## config.mk

```make
export PLATFORM = sky130hd
export DESIGN_NAME = bcd_updown_counter_n
export DESIGN_NICKNAME = d
export VERILOG_FILES = /design/src/rtl/bcd_pkg.sv /design/src/rtl/bcd_digit_cell.sv /design/src/rtl/bcd_updown_counter_n.sv
export SDC_FILE = /design/constraint.sdc
export NUM_CORES = 1
export LEC_CHECK = 0
export BUFFER_PORTS_ARGS = -buffer_cell sky130_fd_sc_hd__buf_4
export CAP_MARGIN = 10
export CORE_MARGIN = 5
export CORE_UTILIZATION = 52
export DETAILED_ROUTE_END_ITERATION = 8
export PLACE_DENSITY = 0.79
export SLEW_MARGIN = 5
export SYNTH_ARGS = -nofsm -noshare
export SYNTH_HDL_FRONTEND = slang
export SYNTH_SLANG_ARGS = --single-unit
```

## constraint.sdc

```tcl
create_clock -name clk -period 2.4 [get_ports clk]
set_input_delay 0.48 -clock clk [delete_from_list [all_inputs] [get_ports clk]]
set_output_delay 0.48 -clock clk [all_outputs]
set_load 0.05 [all_outputs]
```

## src/rtl/bcd_pkg.sv

```systemverilog
// Shared BCD digit type, range constants and the clamp used on loaded or reset nibbles.
package bcd_pkg;

    typedef logic [3:0] bcd_digit_t;

    localparam bcd_digit_t BCD_MAX = 4'd9;
    localparam bcd_digit_t BCD_MIN = 4'd0;

    function automatic bcd_digit_t bcd_clamp(input logic [3:0] nibble);
        return (nibble > BCD_MAX) ? BCD_MAX : nibble;
    endfunction

endpackage

```

## src/rtl/bcd_digit_cell.sv

```systemverilog
// One BCD digit: reset/load/step with wrap inside the digit; range-end holding comes from sat_hold.
module bcd_digit_cell
    import bcd_pkg::*;
(
    input  logic       clk,
    input  logic       rst,
    input  logic [3:0] rst_val,
    input  logic       load,
    input  logic [3:0] load_digit,
    input  logic       step,
    input  logic       up,
    input  logic       sat_hold,
    output logic [3:0] digit,
    output logic       is_max,
    output logic       is_min
);

    bcd_digit_t digit_q;
    bcd_digit_t digit_d;

    always_comb begin
        digit_d = digit_q;
        if (load) begin
            digit_d = bcd_clamp(load_digit);
        end else if (step && !sat_hold) begin
            if (up) begin
                digit_d = (digit_q >= BCD_MAX) ? BCD_MIN : digit_q + 4'd1;
            end else begin
                digit_d = (digit_q == BCD_MIN) ? BCD_MAX : digit_q - 4'd1;
            end
        end
    end

    // Reset value is clamped too, so no path can ever hold a non-BCD nibble.
    always_ff @(posedge clk) begin
        if (rst) begin
            digit_q <= bcd_clamp(rst_val);
        end else begin
            digit_q <= digit_d;
        end
    end

    assign digit  = digit_q;
    assign is_max = (digit_q == BCD_MAX);
    assign is_min = (digit_q == BCD_MIN);

endmodule

```

## src/rtl/bcd_updown_counter_n.sv

```systemverilog
// Multi-digit BCD up/down counter with load, enable, wrap or saturate, and cascadable terminal count.
module bcd_updown_counter_n
    import bcd_pkg::*;
#(
    parameter int unsigned            DIGITS   = 2,
    parameter int unsigned            SATURATE = 0,
    parameter logic [4*DIGITS-1:0]    RST_VAL  = '0
) (
    input  logic                  clk,
    input  logic                  rst,
    input  logic                  en,
    input  logic                  up,
    input  logic                  load,
    input  logic [4*DIGITS-1:0]   load_val,
    output logic [4*DIGITS-1:0]   q,
    output logic                  tc,
    output logic                  zero
);

    logic [DIGITS-1:0] step;
    logic [DIGITS-1:0] is_max;
    logic [DIGITS-1:0] is_min;
    logic              at_max;
    logic              at_min;
    logic              sat_hold;
    logic              chain;

    // Ripple enable: a digit steps when every lower digit sits at the end it is moving toward.
    always_comb begin
        step  = '0;
        chain = en;
        for (int unsigned i = 0; i < DIGITS; i++) begin
            step[i] = chain;
            chain   = chain & (up ? is_max[i] : is_min[i]);
        end
    end

    assign at_max   = &is_max;
    assign at_min   = &is_min;
    assign tc       = en & ((up & at_max) | (~up & at_min));
    assign zero     = at_min;
    assign sat_hold = (SATURATE != 0) && tc;

    for (genvar g = 0; g < DIGITS; g++) begin : g_digit
        bcd_digit_cell u_digit (
            .clk        (clk),
            .rst        (rst),
            .rst_val    (RST_VAL[4*g +: 4]),
            .load       (load),
            .load_digit (load_val[4*g +: 4]),
            .step       (step[g]),
            .up         (up),
            .sat_hold   (sat_hold),
            .digit      (q[4*g +: 4]),
            .is_max     (is_max[g]),
            .is_min     (is_min[g])
        );
    end

endmodule

```

After elaboration in Yosys (flattened, before gate mapping)
Cells that the tools add are included.
{"block": "totals", "reg_bits": 8, "in_bits": 13, "out_inout_bits": 10, "elab_cells": 37}
{"block": "op_classes", "n_addsub": 4, "order_cmp": 4, "eq_ne": 2, "muxes": 13, "bitwise_logic": 6, "reduce_logical": 6}
{"op": "two-way mux 4 bit", "n": 12}
{"op": "adder 4 x 1 -> 4 bit (second input constant)", "n": 2}
{"op": "equality test 4 bit (second input constant)", "n": 2}
{"op": ">= comparator 4 bit (second input constant)", "n": 2}
{"op": "> comparator 4 bit (second input constant)", "n": 2}
{"op": "logical NOT 4 bit", "n": 2}
{"op": "subtractor 4 x 1 -> 4 bit (second input constant)", "n": 2}
{"op": "bitwise AND 1 bit", "n": 4}
{"op": "AND reduction 2 bit", "n": 2}
{"op": "nonzero test 2 bit", "n": 2}
{"op": "two-way mux 1 bit", "n": 1}
{"op": "inverter 1 bit", "n": 1}
{"op": "OR 1 bit", "n": 1}

Logic depth before layout (Yosys ltp)
Gate-level depths: netlist of run 1.
{"block": "depth", "word_depth": 5, "mapped_depth": 6, "ltp_nobuf": 6}

Modules after synthesis
A second synthesis of run 1 with hierarchy kept.
{"block": "unflattened", "cells_unflattened": 135, "area_unflattened_um2": 1101.1}
{"mod": "bcd_digit_cell", "n_inst": 2, "cells_each": 64, "area_per_inst_um2": 528.0, "seq_area_each_um2": 120.1}
{"mod": "bcd_updown_counter_n", "n_inst": 1, "cells_each": 7, "area_per_inst_um2": 45.0, "seq_area_each_um2": 0.0}

Worst setup path after synthesis of run 1
OpenSTA, ideal clock, no wires.
{"block": "synth_path", "path_type": "reg-to-output", "from": "reg g_digit[1].u_digit.digit_q[0]", "to": "out tc", "t_arrival_ns": 2.571, "required_ns": 1.920, "slack_ns": -0.651, "stages_incl_launch_ff": 7, "path_buffers": 0, "path_cell_list": "dfxtp_1 inv_1 ha_1 nor3b_1 and2_1 nand2_1 a21oi_1"}
{"block": "synth_between", "elab_chain_len": 5, "word_cells_on_any_way": 8, "classes_between": "1 x eq/ne; 4 x bitwise; 3 x reduce/logical"}
{"item": "start: declaration", "line_no": "bcd_digit_cell.sv:18", "source": "bcd_digit_t digit_q;"}
{"item": "start signal: assignment", "line_no": "bcd_digit_cell.sv:37", "source": "digit_q <= bcd_clamp(rst_val);"}
{"item": "start signal: assignment", "line_no": "bcd_digit_cell.sv:39", "source": "digit_q <= digit_d;"}
{"item": "logical NOT 4 bit", "line_no": "bcd_digit_cell.sv:45", "source": "assign is_min = (digit_q == BCD_MIN);"}
{"item": "AND reduction 2 bit", "line_no": "bcd_updown_counter_n.sv:39", "source": "assign at_min = &is_min;"}
{"item": "via zero", "line_no": "bcd_updown_counter_n.sv:17", "source": "output logic zero"}
{"item": "bitwise AND 1 bit", "line_no": "bcd_updown_counter_n.sv:40", "source": "assign tc = en & ((up & at_max) | (~up & at_min));"}
{"item": "OR 1 bit", "line_no": "bcd_updown_counter_n.sv:40"}
{"item": "bitwise AND 1 bit", "line_no": "bcd_updown_counter_n.sv:40"}
{"item": "end: declaration", "line_no": "bcd_updown_counter_n.sv:16", "source": "output logic tc,"}
The timed path passes the listed nets, and every way through them passes these cells.

Final worst setup path of run 1
{"block": "layout_path", "from": "reg g_digit[1].u_digit.digit_q[0]", "to": "out tc"}
{"block": "layout_between", "elab_chain_len": 5, "word_cells_on_any_way": 8, "classes_between": "1 x eq/ne; 4 x bitwise; 3 x reduce/logical"}
{"item": "equality test 4 bit or logical NOT 4 bit (tied branches)", "line_no": "bcd_digit_cell.sv:44, bcd_digit_cell.sv:45"}
{"item": "AND reduction 2 bit (on tied branches)", "line_no": "bcd_updown_counter_n.sv:38, bcd_updown_counter_n.sv:39"}
{"item": "bitwise AND 1 bit", "line_no": "bcd_updown_counter_n.sv:40"}
{"item": "OR 1 bit *", "line_no": "bcd_updown_counter_n.sv:40"}
{"item": "bitwise AND 1 bit *", "line_no": "bcd_updown_counter_n.sv:40"}
Every way passes the cells marked *; elsewhere a longest branch is shown, timed or not.

==> results.json, run 1 <==
{
  "status": "completed",
  "layout-drive-gt1-share_pct": 30.30,
  "total_power_mw": 0.5048,
  "clock_sinks": 8,
  "syn_avg_cell_area_um2": 7.850,
  "max_freq_ghz": 0.4394,
  "required_ps": 1920,
  "endpoint_kind": "primary output",
  "drv_slew": 0,
  "min_path_cells": 2,
  "yosysTopAreaCell": "dfxtp_1",
  "num_rows": 15,
  "ir_drop_uv": 256.6,
  "fp.dieH_um": 51.31,
  "yosys_warnings": 0,
  "final_util_pct": 65.99,
  "tightest_slew_ps": 443.0,
  "timing.final.crit_share_pct": 94.83,
  "antenna_found_initial": 0,
  "worstSetupPathType": "reg2out",
  "final_cell_mix": "buf_4 (23), nor3_1 (9), o21ai_0 (9)",
  "critPathMaxFanout": 8,
  "setup_tns_ps": 0,
  "hold_viol_final": 0,
  "clock_path_buffers": 2,
  "largest_register_ffs": 8,
  "clock_latency_ps": 250,
  "cts_buffers": 3,
  "dp_slack_ps": 293.8,
  "period_minus_slack_ps": 2276,
  "io_buffers": 22,
  "critPathLaunchType": "flop",
  "hpwl_um": 1714,
  "synth_cell_types": 46,
  "ys_seq_area_share_pct": 18.05,
  "grt_usage_pct": 19.34,
  "ant_nets": 0,
  "cap_violations": 0,
  "vias": 963,
  "setup_viol": 0,
  "start_util_pct": 53.11,
  "wire_per_inst_um": 15.65,
  "mostFrequentLayoutCell": "buf_4",
  "htree_num_levels": 1,
  "leakage_nw": 0.4453,
  "synth_top_area_share_pct": 18.05,
  "grt_max_degree": 19,
  "fillers": 158,
  "grt_pass1_vias": 919,
  "initialDrtViolationCount": 28,
  "syn-num-nets": 134,
  "die_w_um": 51.31,
  "cts.clk_slew.worst_paths_ps": 50,
  "routed_wl_um": 2332,
  "cts_tree": "built",
  "nNetsFinal": 155,
  "cp.arrival_ps": 1800,
  "synthArstFlopShare_pct": 0,
  "cts_hold_buf": 0,
  "slew_headroom_pct": 70.43,
  "min_path_type": "in2reg",
  "area_growth_pct": 24.26,
  "core_area_um2": 1670,
  "drcViolationCount": 0,
  "syn-instance-count": 113,
  "clockRootBuffer": "clkbuf_4",
  "syn_area_um2": 887.1,
  "synth_seq_cells": 8,
  "dieArea_um2": 2632,
  "r2r_cells": 6,
  "io_pins": 23,
  "n_antenna_cell": 0,
  "yosys-top-cells-area": "dfxtp_1 (18%), ha_1 (11%), nor3_1 (5.1%), o21ai_0 (5.1%), nor3b_1 (4.2%)",
  "firstDrtPassIters": 4,
  "power_density_nw_per_um2": 457.9,
  "gp_congestion": 0.8526,
  "synth_edf_count": 0,
  "grt_pass1_wl_um": 3912,
  "vias_per_cell": 6.463,
  "ys.flop_type": "dfxtp_1",
  "setup_ws_ps": 124.0,
  "fin_skew_ps": 0.4211,
  "grt-ovfl-total": 0
}
-- what timing repair did --
item	in CTS	in global routing
buffers inserted	0	0
setup endpoints to repair	0	1
gates resized for setup	0	4
-- final timing paths --
path	startpoint	to	slack [ps]
setup reg to reg	g_digit[0].u_digit.digit[1]	g_digit[0].u_digit.digit[1]	450
hold / removal	rst	g_digit[0].u_digit.digit[3]	460
setup / recovery	g_digit[1].u_digit.digit[0]	tc	120
hold reg to reg	g_digit[1].u_digit.digit[1]	g_digit[1].u_digit.digit[1]	640
-- critical path, cell delays in order, from the launching register on --
cell and delay [ps]:
dfxtp_2 360, inv_1 120, ha_1 230, nor3b_4 250, and2_4 180, nand2_1 80, a21oi_4 120, buf_4 200
-- power breakdown --
group	leakage [nW]	total (mW)	switching, mW	internal, mW
combinational	0.365	0.234	0.133	0.101
sequential	0.0664	0.166	0.0226	0.143
clock	0.0138	0.105	0.0476	0.0574
-- synth_stat cells, types with 2 or more instances --
cell / instances
nor3_1: 9
o21ai_0: 9
dfxtp_1: 8
ha_1: 8
inv_1: 7
nand2_1: 6
nor2_1: 6
a21oi_1: 5
nor3b_1: 5
clkbuf_1: 4
nand2b_1: 3
nor2b_1: 3
a211oi_1: 2
a31oi_1: 2
nand3b_1: 2
o2111ai_1: 2
or3b_2: 2
or4bb_1: 2
-- cells by family (layout without fill, tap and decap cells) --
family	after synthesis	count (layout)	synth area share, %
AO/OA/AOI/OAI	34	34	27.22
XOR/XNOR	1	1	0.9875
buffers and inverters	14	33	6.910
flip-flops	8	8	18.05
multiplexers	2	2	3.667
AND/OR/NAND/NOR	46	46	31.88
adder cells (fa/ha/maj)	8	8	11.28
-- layout make-up --
cell class                 instances  area (um^2)  share of cell area (%)
clock buffer                       3        22.52                   2.043
inverter                           7        26.28                   2.384
sequential                         8        161.4                   14.64
timing repair buffer              23        172.7                   15.66
multi-input combinational         91        698.2                   63.34
tap                               17        21.27                   1.930
-- metrics by stage --
step / hold WS [ps] / instances / instance area (um^2)
after CTS: 460.3 / 149 / 1084
after detailed placement: 620.4 / 146 / 1061
final: 464.7 / 149 / 1102
after floorplan: 641.8 / 113 / 902.1
after global placement: 632.0 / 146 / 1061
after global routing: 481.5 / 149 / 1102
-- metal layers --
layer / GRT usage, % / vias up / wire, um
met1: 25.71 / 455 / 1069
met5: 0 / - / 0
met2: 29.40 / 36 / 1070
met3: 4.665 / 4 / 157
li1: - / 468 / -
met4: 8.734 / 0 / 35
Power figures use the tool's default switching activity.
==> run 2: changes to the inputs <==
- CORE_UTILIZATION: 52 -> 54
- CTS_BUF_LIST: default -> sky130_fd_sc_hd__clkbuf_2 sky130_fd_sc_hd__clkbuf_4 sky130_fd_sc_hd__clkbuf_8
==> results.json, run 2 (synthesized netlist as in run 1, its figures left out) <==
{
  "finalNonFillerCells": 149,
  "routed_wl_um": 2279,
  "r2r_slack_ps": 470,
  "clock_sinks": 8,
  "slew_headroom_pct": 73.95,
  "largest_register_ffs": 8,
  "r2r_cells": 6,
  "setup_viol": 0,
  "core_area_um2": 1524,
  "area_growth_pct": 23.41,
  "cp.arrival_ps": 1800,
  "num_rows": 14,
  "leakage_nw": 0.4471,
  "cts_tree": "built",
  "grt-ovfl-total": 0,
  "dpl-instance-area_um2": 1067,
  "vias": 913,
  "fin_skew_ps": 6.069,
  "io_buffers": 22,
  "min_path_cells": 2,
  "grt_pass1_wl_um": 3670,
  "final_cell_mix": "buf_4 (24), nor3_1 (9), o21ai_0 (9), ha_1 (8)",
  "required_ps": 1920,
  "final_util_pct": 71.84,
  "drcViolationCount": 0,
  "cts.clk_slew.worst_paths_ps": 60,
  "tightest_slew_ps": 390.2,
  "rsz0062_at_grt": "no",
  "critPathLaunchType": "flop",
  "placedCellCount": 146,
  "hold_viol_final": 0,
  "clock_path_buffers": 2,
  "nNetsFinal": 156,
  "ant_nets": 0,
  "htree_num_levels": 1,
  "antenna_found_initial": 0,
  "n_antenna_cell": 0,
  "timing.rr.start": "g_digit[0].u_digit.digit[0]",
  "final_cell_area_um2": 1095,
  "rr_endpoint": "g_digit[0].u_digit.digit[1]",
  "io_pins": 23,
  "setup_tns_ps": 0,
  "clockRootBuffer": "clkbuf_4",
  "min_path_type": "in2reg",
  "initialDrtViolationCount": 28,
  "start_util_pct": 58.21,
  "hold_end": "g_digit[0].u_digit.digit[3]",
  "timing.final.crit_share_pct": 94.91,
  "hpwl_um": 1742,
  "fillers": 127,
  "firstDrtPassIters": 4,
  "dp_slack_ps": 274.1,
  "worstSetupPathType": "reg2out",
  "power_density_nw_per_um2": 455.9,
  "vias_per_cell": 6.128,
  "endpoint_kind": "primary output",
  "max_freq_ghz": 0.4390,
  "drv_slew": 0,
  "hp-start": "rst",
  "dieArea_um2": 2553,
  "layout-drive-gt1-share_pct": 29.32,
  "clock_latency_ps": 250,
  "grt_pass1_vias": 814,
  "critPathMaxFanout": 8,
  "ir_drop_uv": 400.7,
  "period_minus_slack_ps": 2278,
  "grt_max_degree": 19,
  "setup_ws_ps": 122.2,
  "status": "completed",
  "mostFrequentLayoutCell": "buf_4",
  "gp_congestion": 0.8664,
  "grt_usage_pct": 17.73,
  "wire_per_inst_um": 15.30,
  "cap_violations": 0,
  "fp.dieH_um": 50.53,
  "die_w_um": 50.53,
  "cts_buffers": 3
}
## run 2: cell types whose count changed in the layout (fill, tap and decap cells not counted)
cell | before | now
nor3b_1 | 3 | 4
ha_2 | 1 | 0
buf_4 | 23 | 24
nor3b_4 | 1 | 0
ha_1 | 7 | 8
## run 2: worst max path at each step
| stage | from | endpoint | slack [ps] | cells after the start |
|---|---|---|---|---|
| floorplan | g_digit[1].u_digit.digit[1] | tc | 20 | 6 |
| global placement | g_digit[1].u_digit.digit[0] | tc | 360 | 7 |
| detailed placement | g_digit[1].u_digit.digit[0] | tc | 270 | 7 |
| CTS | g_digit[0].u_digit.digit[1] | tc | 120 | 7 |
| global route | g_digit[0].u_digit.digit[1] | tc | 0.7 | 7 |
| finish | g_digit[1].u_digit.digit[0] | tc | 120 | 7 |
## run 2: timing repair
action / in CTS / in global routing
hold buffers: 0 / 0
resized for setup: 1 / 0
buffers inserted: 0 / 0
endpoints found under the setup margin: 1 / 0
## run 2: metal layers
metal / up-vias / wire length [um] / GRT usage [%]
met5: - / 0 / 0
met3: 2 / 161 / 1.775
li1: 469 / - / -
met1: 403 / 1079 / 25.94
met2: 39 / 1026 / 27.89
met4: 0 / 12 / 3.830
## run 2: through the flow
stage	power, mW	hold WS (ps)
global placement	0.3911	631.7
global route	0.5347	472.1
detailed placement	0.3941	629.2
floorplan	0.3273	641.8
finish	0.4991	472.7
CTS	0.4993	471.0
## run 2: worst max-delay path, cell delays in order, from the launching register on
cell,delay [ps]
dfxtp_2,360
inv_1,130
ha_1,220
nor3b_2,250
and2_4,190
nand2_1,80
a21oi_4,120
buf_4,200
## run 2: report_power, final
part           internal (mW)  leakage (nW)  switching (mW)
logic                 0.0984         0.367           0.133
clock network         0.0573        0.0138          0.0471
registers              0.143        0.0664          0.0199
## run 2: final cells by class
cell class,count,area [um^2],area share [%]
Tap cell,16,20.02,1.829
Clock buffer,3,22.52,2.057
Inverter,7,26.28,2.400
Sequential cell,8,161.4,14.74
Timing Repair Buffer,24,180.2,16.46
Multi-Input combinational cell,91,684.4,62.51
==> run 3: changes to the inputs <==
- ABC_AREA: default -> 1
==> results.json, run 3 <==
{
  "antenna_found_initial": 0,
  "core_area_um2": 1559,
  "yosysTopAreaCell": "dfxtp_1",
  "largest_register_ffs": 8,
  "ir_drop_uv": 365.3,
  "routed_wl_um": 2341,
  "min_path_type": "in2reg",
  "io_buffers": 22,
  "gp_congestion": 0.9686,
  "hp-start": "rst",
  "yosys_warnings": 0,
  "ys.flop_type": "dfxtp_1",
  "max_stage_delay_ps": 440,
  "syn_avg_cell_area_um2": 6.308,
  "cts_buffers": 3,
  "cts_tree": "built",
  "wire_per_inst_um": 12.79,
  "io_pins": 23,
  "firstDrtPassIters": 4,
  "timing.rr.start": "g_digit[0].u_digit.digit[0]",
  "synthArstFlopShare_pct": 0,
  "area_growth_pct": 21.61,
  "slew_headroom_pct": 76.87,
  "endpoint_kind": "primary output",
  "clockRootBuffer": "clkbuf_4",
  "final_cell_mix": "nand2_1 (28), buf_4 (23), nand3_1 (19), inv_1 (16), nor2_1 (15)",
  "htree_num_levels": 1,
  "vias": 1008,
  "crit_slowest_cell": "dfxtp_1",
  "grt_max_degree": 14,
  "rr_endpoint": "g_digit[0].u_digit.digit[1]",
  "hold_viol_final": 0,
  "setup_tns_ps": 0,
  "timing.final.crit_share_pct": 91.68,
  "n_antenna_cell": 0,
  "synth.top_cells.by_count": "nand2_1 (28), nand3_1 (19), nor2_1 (17)",
  "grt-ovfl-total": 0,
  "cp.arrival_ps": 1720,
  "grt_pass1_wl_um": 3939,
  "synth_edf_count": 0,
  "synth_cell_types": 26,
  "grt_usage_pct": 19.14,
  "start_util_pct": 58.67,
  "clock_sinks": 8,
  "setup_viol": 0,
  "worstPathCellList": "inv_1, ha_1, nand3_2, nor2_4, o21ai_1, nor2_4, buf_4",
  "tightest_slew_ps": 346.5,
  "status": "completed",
  "power_density_nw_per_um2": 482.5,
  "dieArea_um2": 2617,
  "grt_pass1_vias": 917,
  "die_w_um": 51.16,
  "period_minus_slack_ps": 2200,
  "synth_top_area_share_pct": 17.51,
  "fp.dieH_um": 51.16,
  "hpwl_um": 1926,
  "cts.clk_slew.worst_paths_ps": 60,
  "nNetsFinal": 190,
  "syn-instance-count": 145,
  "post_cts_buffers": 0,
  "vias_per_cell": 5.508,
  "yosys-top-cells-area": "dfxtp_1 (18%), nand2_1 (11%), ha_1 (11%), nand3_1 (10%), nor2_1 (7.0%)",
  "ant_nets": 0,
  "syn-num-nets": 166,
  "r2r_slack_ps": 870,
  "syn_area_um2": 914.6,
  "cap_violations": 0,
  "clock_latency_ps": 250,
  "r2r_cells": 9,
  "crit_top_cell": "nor2_4",
  "critPathLaunchType": "flop",
  "ys_seq_area_share_pct": 17.51,
  "worstSetupPathType": "reg2out",
  "required_ps": 1920,
  "hold_end": "g_digit[0].u_digit.digit[1]",
  "drv_slew": 0,
  "mostFrequentLayoutCell": "nand2_1",
  "clock_path_buffers": 2,
  "rsz0062_at_grt": "no",
  "synth_seq_cells": 8,
  "layout-drive-gt1-share_pct": 24.55,
  "num_rows": 14,
  "initialDrtViolationCount": 55,
  "leakage_nw": 0.5641,
  "max_freq_ghz": 0.4545,
  "yosysMostFrequentCell": "nand2_1",
  "drcViolationCount": 0,
  "fin_skew_ps": 2.180,
  "critPathMaxFanout": 7,
  "min_path_cells": 2,
  "final_util_pct": 71.35
}
## run 3: changes by cell type in the layout (fill, tap and decap cells not counted), moves of 4 or more
cell / delta
nand3_1: +18
nor3b_1: -4
nand2_1: +22
nor2_1: +9
inv_1: +9
nor3_1: -9
## run 3: kinds of logic (layout without fill, tap and decap cells)
logic type | Yosys count | count (layout) | share of synthesized area, %
AO/OA/AOI/OAI | 26 | 26 | 16.55
flip-flops | 8 | 8 | 17.51
AND/OR/NAND/NOR | 76 | 76 | 40.08
XOR/XNOR | 3 | 3 | 2.873
buffers and inverters | 24 | 46 | 12.04
adder cells (fa/ha/maj) | 8 | 8 | 10.94
## run 3: how the worst max path moves through the flow
stage                                     start  slack, ps  endpoint  cells after the start
CTS                 g_digit[0].u_digit.digit[0]        120        tc                      7
finish              g_digit[0].u_digit.digit[0]        200        tc                      7
global route        g_digit[0].u_digit.digit[1]         90        tc                      7
floorplan           g_digit[1].u_digit.digit[1]         90        tc                      6
global placement    g_digit[0].u_digit.digit[0]        500        tc                      7
detailed placement  g_digit[0].u_digit.digit[0]        400        tc                      7
## run 3: through the flow
stage                     total power, mW  area [um^2]  instances  worst slack, ps  hold slack (ps)
after floorplan                    0.3630        929.6        145            85.67            542.4
after global placement             0.4274         1090        180            498.5            535.8
after detailed placement           0.4345         1090        180            398.6            540.0
after CTS                          0.5378         1112        183            115.9            405.6
after global routing               0.5803         1112        183            93.24            388.7
final                              0.5367         1112        183            199.6            412.4
## run 3: timing repair
action | in CTS | in global routing
endpoints found under the hold margin | 0 | 0
gates resized for setup | 0 | 1
hold buffers | 0 | 0
setup endpoints to repair | 0 | 1
## run 3: layout make-up
type,instances,area (um^2)
clock buffer,3,22.52
inverter,20,77.57
fill,132,446.7
sequential,8,160.2
timing repair buffer,23,172.7
multi-input combinational,113,659.4
tap,16,20.02
## run 3: per-layer routing
layer	wire [um]	share of wire, %	global-route usage (%)	up-vias
met5	0	0	0	-
met2	1037	44	28.97	38
met1	1127	48	26.67	444
met4	24	1.0	8.969	0
met3	151	6.5	2.616	4
li1	-	-	-	522
## run 3: where the power goes
part | internal [mW] | switching, mW | total (mW)
combinational | 0.0958 | 0.175 | 0.271
clock | 0.0572 | 0.0451 | 0.102
sequential | 0.144 | 0.0194 | 0.164
## run 3: critical path, delay by kind of cell (launching register included)
| family | cells | cell delay [ps] |
|---|---|---|
| buffers and inverters | 2 | 340 |
| adder cells (fa/ha/maj) | 1 | 250 |
| flip-flops | 1 | 440 |
| AND/OR/NAND/NOR | 3 | 220 |
| AO/OA/AOI/OAI | 1 | 220 |
